File: src/rtl/sqr_pp_seq_reduce.sv
// Sequential partial-product reducer for the signed squarer: folds one row per
// cycle into a carry-save pair, then a single carry-propagate add yields P.
module sqr_pp_seq_reduce #(
  parameter int width = 8
) (
  input  logic                               CLK,
  input  logic                               RST,
  input  logic                               InValid,
  output logic                               InReady,
  input  logic [(width/2+1)*2*width-1:0]     PP,
  output logic                               OutValid,
  input  logic                               OutReady,
  output logic [2*width-1:0]                 P,
  output logic                               Busy
);
  localparam int rows   = width/2 + 1;
  localparam int widthP = 2*width;
  localparam int cntW   = $clog2(rows);
  localparam logic [cntW-1:0] last_row = cntW'(rows-1);

  typedef enum logic [1:0] {IDLE, ACCUM, FINAL, OUT} state_t;

  state_t                         state, state_nxt;
  logic [rows-1:0][widthP-1:0]    row_q;
  logic [cntW-1:0]                cnt;
  logic [widthP-1:0]              s, c, cur;
  logic                           accept;

  assign accept = InValid & InReady;
  assign cur    = row_q[cnt];

  always_ff @(posedge CLK or posedge RST) begin
    if (RST) state <= IDLE;
    else     state <= state_nxt;
  end

  always_comb begin
    state_nxt = state;
    case (state)
      IDLE:    if (accept)          state_nxt = ACCUM;
      ACCUM:   if (cnt == last_row) state_nxt = FINAL;
      FINAL:                        state_nxt = OUT;
      OUT:     if (OutReady)        state_nxt = IDLE;
      default:                      state_nxt = IDLE;
    endcase
  end

  // InReady masks RST so nothing is offered while the block is held in reset.
  always_comb begin
    InReady = (state == IDLE) & ~RST;
    Busy    = (state != IDLE);
  end

  always_ff @(posedge CLK or posedge RST) begin
    if (RST) begin
      row_q    <= '0;
      cnt      <= '0;
      s        <= '0;
      c        <= '0;
      P        <= '0;
      OutValid <= 1'b0;
    end else begin
      case (state)
        IDLE: if (accept) begin
          row_q <= PP;
          s     <= '0;
          c     <= '0;
          cnt   <= '0;
        end
        ACCUM: begin
          // 3:2 compression; carry out of the top bit is dropped (mod 2^widthP)
          s   <= s ^ c ^ cur;
          c   <= ((s & c) | (s & cur) | (c & cur)) << 1;
          cnt <= cnt + 1'b1;
        end
        FINAL: begin
          P        <= s + c;
          OutValid <= 1'b1;
        end
        OUT: if (OutReady) OutValid <= 1'b0;
        default: ;
      endcase
    end
  end
endmodule

File: config.mk
export PLATFORM = sky130hd
export DESIGN_NAME = sqr_pp_seq_reduce
export DESIGN_NICKNAME = d
export VERILOG_FILES = /design/src/rtl/sqr_pp_seq_reduce.sv
export SDC_FILE = /design/constraint.sdc
export NUM_CORES = 1
export LEC_CHECK = 0
export CAP_MARGIN = 20
export CORE_UTILIZATION = 54
export CTS_CLUSTER_DIAMETER = 150
export DETAILED_ROUTE_END_ITERATION = 12
export PLACE_DENSITY = 0.81
export SYNTH_ARGS = -nofsm -noshare
export SYNTH_HDL_FRONTEND = slang
export SYNTH_SLANG_ARGS = --single-unit
File: constraint.sdc
create_clock -name CLK -period 6.1 [get_ports CLK]
set_clock_uncertainty 0.15 [all_clocks]
set_input_delay 1.22 -clock CLK [delete_from_list [all_inputs] [get_ports CLK]]
set_output_delay 1.22 -clock CLK [all_outputs]
set_load 0.05 [all_outputs]
==> metrics.cfg, run 1 <==
[floorplanning]
core_um2 = 11660
die_w_um = 112.4
io-pin-count = 103
die_h_um = 112.4
initial_core_util_pct = 56.42
die_area_um2 = 12630
rows = 39

[timing]
finalSetupTns_ps = 0
setup_slack_ps = 2125
hold_viol = 0
worst_pin_slew_ps = 1007
fmax_ghz = 0.2516
setup_viol = 0
slew_viol_final = 0
rsz0062_at_grt = no
maxSlewHeadroom_pct = 32.60
period_needed_ps = 3975
fin_crit_sh_pct = 65.17

[clocking]
clockBufferDepth = 2
holdBufCountCts = 0
cts_tree = done
cts_resized = 0
worstSkewPairLatency_ps = 420
cts-root-buf = clkbuf_16
cts_buffers = 17
htree_num_levels = 4
clock_sinks = 133
clkSlewWorstSetupHoldPaths_ps = 50
post_cts_buffers = 0

[drt]
vias_per_cell = 5.850
first_pass_iters = 6
avgRoutedWirePerCell_um = 18.53
drcViolationCount = 0
drtIter0Drc = 188
ant_nets = 0
wl_um = 13490
routed-via-count = 4259

[global_route]
track_usage_pct = 23.60
grt_max_degree = 83
grt_pass1_wl_um = 22710
grt_pass1_vias = 4553
antenna_found_initial = 0
grt-ovfl-total = 0

[worst_setup_path]
crit_fanout = 3
cp-start-kind = input port
cp.arrival_ps = 2610
critical_path_required_ps = 4730
endpoint_kind = output pin
critical_path_class = input port to output pin

[placed_design]
dp_hpwl_um = 9207
portBuffers = 102
dp.cells = 695
place.gp.congestion = 0.8200
pre_cts_ws_ps = 2118

[logic_synthesis]
ys.flop_type = dfrtp_1
synth_warnings = 0
synthesis.area_um2 = 6580
synth_area_leader_cell = dfrtp_1
ys_ff_latch = 133
synth_nets = 590
seq_area_frac_synth_pct = 50.58
avgSynthCellArea_um2 = 14.03
yosysTopAreaCellShare_pct = 50.58
synth_edf_count = 0
synth_area_leaders = dfrtp_1 (51%), mux2_2 (7.9%), mux2_1 (6.8%), a22o_1 (6.3%), mux4_2 (5.5%)
synth_cells = 469
synth.distinct_cells = 55
async_flop_share_pct = 100.0

[min_path]
hp-class = flip-flop to flip-flop

[outcome]
outcome = completed

[cells_and_area]
final_util_pct = 71.99
final_cells = 728
drive_gt1_share_pct = 19.32
multiInputGateArea_um2 = 3080
finalNetCount = 693
register_area_um2 = 3328
syn_to_final_growth_pct = 27.59
n_fill_cell = 764
diodes = 0

[pwr]
powerDensity_nw_per_um2 = 571.8
p_leak_nw = 3.729
vdd_drop_max_mv = 0.2493
power.total_mw = 4.801

[run]
maxCapViolations = 0

stage by stage:
stage / instance area (um^2) / hold WS, ps
floorplan: 6580 / 308.7
global placement: 7697 / 318.2
detailed placement: 7725 / 328.7
CTS: 8368 / 343.1
global route: 8396 / 355.3
finish: 8396 / 341.7
registers in the layout, indices dropped and copies added (netlist names):
| signal | cells |
|---|---|
| s | 16 |
| c | 15 |
| P | 16 |
| OutValid | 1 |
| row_q | 80 |
| cnt | 3 |
| state | 2 |
cells in the mapped netlist, types with 4 or more instances:
cell      instances
buf_2            11
nand2_1          13
nor3_1            4
nand3_1           4
a22o_1           47
o21ai_0           7
mux2_2           46
inv_1            12
dfrtp_1         133
xnor2_1           6
a21oi_1          11
clkbuf_1         12
mux2_1           40
ha_1             22
fa_1             15
nor2_1           11
mux4_2           16
a21o_1            5
critical path, stage by stage:
cell             delay, ps
clkdlybuf4s50_1        470
nor2_1                 110
clkdlybuf4s50_1        800
logic make-up after synthesis:
group	synth area share (%)
flip-flops	50.58
adder cells (fa/ha/maj)	8.747
multiplexers	20.95
XOR/XNOR	1.065
AND/OR/NAND/NOR	4.184
AO/OA/AOI/OAI	11.87
buffers and inverters	2.605
report_power, final:
part           total (mW)  leakage, nW  internal, mW  switching [mW]
combinational        2.07         1.78          1.04            1.03
clock                1.10        0.314         0.718           0.381
sequential           1.63         1.64          1.31           0.315
total                4.80         3.73          3.07            1.73
placed cells by master (no fill, tap or decap), types with 5 or more instances in the layout:
master | synthesis | layout
a21o_1 | 5 | 5
a21oi_1 | 11 | 11
a22o_1 | 47 | 47
buf_4 | 0 | 5
clkbuf_16 | 0 | 17
clkdlybuf4s50_1 | 0 | 102
dfrtp_1 | 133 | 133
fa_1 | 15 | 15
ha_1 | 22 | 22
inv_1 | 12 | 11
mux2_1 | 40 | 40
mux2_2 | 46 | 46
mux4_2 | 16 | 16
nand2_1 | 13 | 13
nor2_1 | 11 | 11
o21ai_0 | 7 | 7
xnor2_1 | 6 | 6
area by class of cell:
cell class,count,area share [%]
tap,143,2.131
sequential,133,39.64
inverter,13,0.6110
clock inverter,11,2.057
multi-input combinational,298,36.69
timing repair buffer,109,13.26
clock buffer,21,5.604
metal layers:
metal | wire, um | global-route usage (%)
met4 | 217 | 7.378
met5 | 0 | 0
met3 | 695 | 7.505
met2 | 6599 | 37.81
met1 | 5978 | 30.93
final timing paths:
check	startpoint	cells after the start	slack (ps)	endpoint
worst max-delay path	RST	3	2120	InReady
worst min-delay path	P[10]	2	340	P[10]
worst max register to register	cnt[1]	4	3110	s[3]
worst min register to register	P[10]	2	340	P[10]
max in group asynchronous	RST	4	3550	row_q[39]
min in group asynchronous	RST	2	1070	row_q[65]
No activity file was read; power rests on OpenSTA's default activity.
==> run 2, diff against run 1 <==
--- a/config.mk
+++ b/config.mk
@@ -6,10 +6,10 @@
 export NUM_CORES = 1
 export LEC_CHECK = 0
 export CAP_MARGIN = 20
-export CORE_UTILIZATION = 54
+export CORE_UTILIZATION = 49
 export CTS_CLUSTER_DIAMETER = 150
 export DETAILED_ROUTE_END_ITERATION = 12
-export PLACE_DENSITY = 0.81
+export PLACE_DENSITY = 0.78
 export SYNTH_ARGS = -nofsm -noshare
 export SYNTH_HDL_FRONTEND = slang
 export SYNTH_SLANG_ARGS = --single-unit
==> constraint.sdc (replaced) <==
create_clock -name CLK -period 3.55 [get_ports CLK]
set_clock_uncertainty 0.15 [all_clocks]
set_input_delay 0.71 -clock CLK [delete_from_list [all_inputs] [get_ports CLK]]
set_output_delay 0.71 -clock CLK [all_outputs]
set_load 0.05 [all_outputs]
==> run 2 against run 1 <==
Against the previous run: via count barely moved; die area rose by 10%; cell count rose by 4.0%; power rose by 71%; combinational power rose by 70%; critical endpoint unchanged.
==> metrics.cfg, run 2 (same netlist as run 1, synthesis figures left out) <==
[worst_setup_path]
path_delay_family = buffers and inverters
endpoint_kind = output pin
critical_path_class = flip-flop to output pin
cp_slowest_cell = clkdlybuf4s50_1
crit_fanout = 4
critPathMaxStageDelay_ps = 800
crit_chain = inv_1 > ha_1 > inv_1 > nor2_1 > clkdlybuf4s50_1
worstRegToRegCells = 4
critical_path_required_ps = 2690
crit_top_cell = inv_1
cp.arrival_ps = 2230
critPathBufInv = 3
crit_cells = 5
cp-start-kind = flip-flop

[drt]
drcViolationCount = 0
avgRoutedWirePerCell_um = 17.95
wl_um = 13590
vias_per_cell = 5.624
ant_nets = 0
drtIter0Drc = 151
first_pass_iters = 4
routed-via-count = 4257

[timing]
finalSetupTns_ps = 0
hold_viol = 0
maxSlewHeadroom_pct = 26.80
setup_viol = 0
fin_crit_sh_pct = 87.02
slew_viol_final = 0
fmax_ghz = 0.3237
period_needed_ps = 3089
rsz0062_at_grt = no
worst_pin_slew_ps = 1093

[outcome]
outcome = completed

[floorplanning]
die_w_um = 117.9
rows = 41
die_h_um = 117.9
io-pin-count = 103
die_area_um2 = 13900
core_um2 = 12880
initial_core_util_pct = 51.10

[cells_and_area]
mostFrequentLayoutCell = dfrtp_1
finalNetCount = 693
drive_gt1_share_pct = 19.15
syn_to_final_growth_pct = 28.01
final_cell_mix = dfrtp_1 (133), clkdlybuf4s50_1 (102), a22o_1 (47), mux2_2 (46), mux2_1 (40)
largest_reg_flops = 80
top_register = row_q
diodes = 0
top_regs = row_q x80, P x16, s x16
final_util_pct = 65.42

[global_route]
grt-ovfl-total = 0
antenna_found_initial = 0
grt_max_degree = 81
track_usage_pct = 21.36
grt_pass1_vias = 4653
grt_pass1_wl_um = 23400

[clocking]
cts-root-buf = clkbuf_16
cts_buffers = 17
cts_tree = done
post_cts_buffers = 0
clkSlewWorstSetupHoldPaths_ps = 60
cts_resized = 0
holdBufCountCts = 0
clock_sinks = 133
worstSkewPairLatency_ps = 410
clockBufferDepth = 2
htree_num_levels = 4

[placed_design]
portBuffers = 102
dp_hpwl_um = 9481
place.gp.congestion = 0.8410

[pwr]
vdd_drop_max_mv = 0.3737
p_leak_nw = 3.725
powerDensity_nw_per_um2 = 973.0

[run]
maxCapViolations = 0

[min_path]
hp-class = flip-flop to flip-flop
whs_path_depth = 1

==> run 2: cell types whose count changed in the layout (fill, tap and decap cells not counted), sizes merged <==
cell / before / now
clkbuf: 21 / 23
clkinvlp: 1 / 2
clkinv: 6 / 5
inv: 13 / 11
==> run 2: path summary, 6_finish.rpt <==
path	startpoint	to	slack [ps]
worst min register to register	row_q[5]	row_q[5]	340
worst min-delay path	row_q[5]	row_q[5]	340
max in group asynchronous	RST	row_q[41]	1830
min in group asynchronous	RST	OutValid	660
worst max register to register	cnt[1]	s[5]	560
worst max-delay path	state[0]	InReady	460
==> run 2: report_power, final <==
part | leakage [nW] | switching [mW] | internal [mW] | total, mW
registers | 1.64 | 0.553 | 2.26 | 2.81
logic | 1.78 | 1.75 | 1.76 | 3.51
clock network | 0.313 | 0.625 | 1.25 | 1.87
total | 3.72 | 2.93 | 5.27 | 8.20
==> run 2: routing by layer <==
metal | part of all wire [%] | routed length, um | vias to the layer above | GRT usage (%)
met5 | 0 | 0 | - | 0
met4 | 1.1 | 154 | 0 | 5.929
met3 | 5.9 | 807 | 14 | 7.364
met2 | 49 | 6601 | 102 | 34.26
met1 | 44 | 6028 | 2181 | 27.48
li1 | - | - | 1960 | -
==> run 2: cell type report <==
type                       count  area, um^2
tap                          172       215.2
clock buffer                  23       488.0
timing repair buffer         109        1111
multi-input combinational    298        3080
fill                         944        4453
inverter                      13       52.55
sequential                   133        3328
clock inverter                 9       147.6
==> run 2: through the flow <==
stage	instance area (um^2)	worst slack (ps)	cells	power, mW	hold slack (ps)
finish	8423	460.6	757	8.196	341.6
floorplan	6584	1030	469	5.357	308.7
global placement	7787	595.7	725	6.067	318.3
detailed placement	7787	584.2	725	6.295	330.3
CTS	8423	431.6	757	8.236	342.9
global route	8423	342.9	757	8.740	356.8
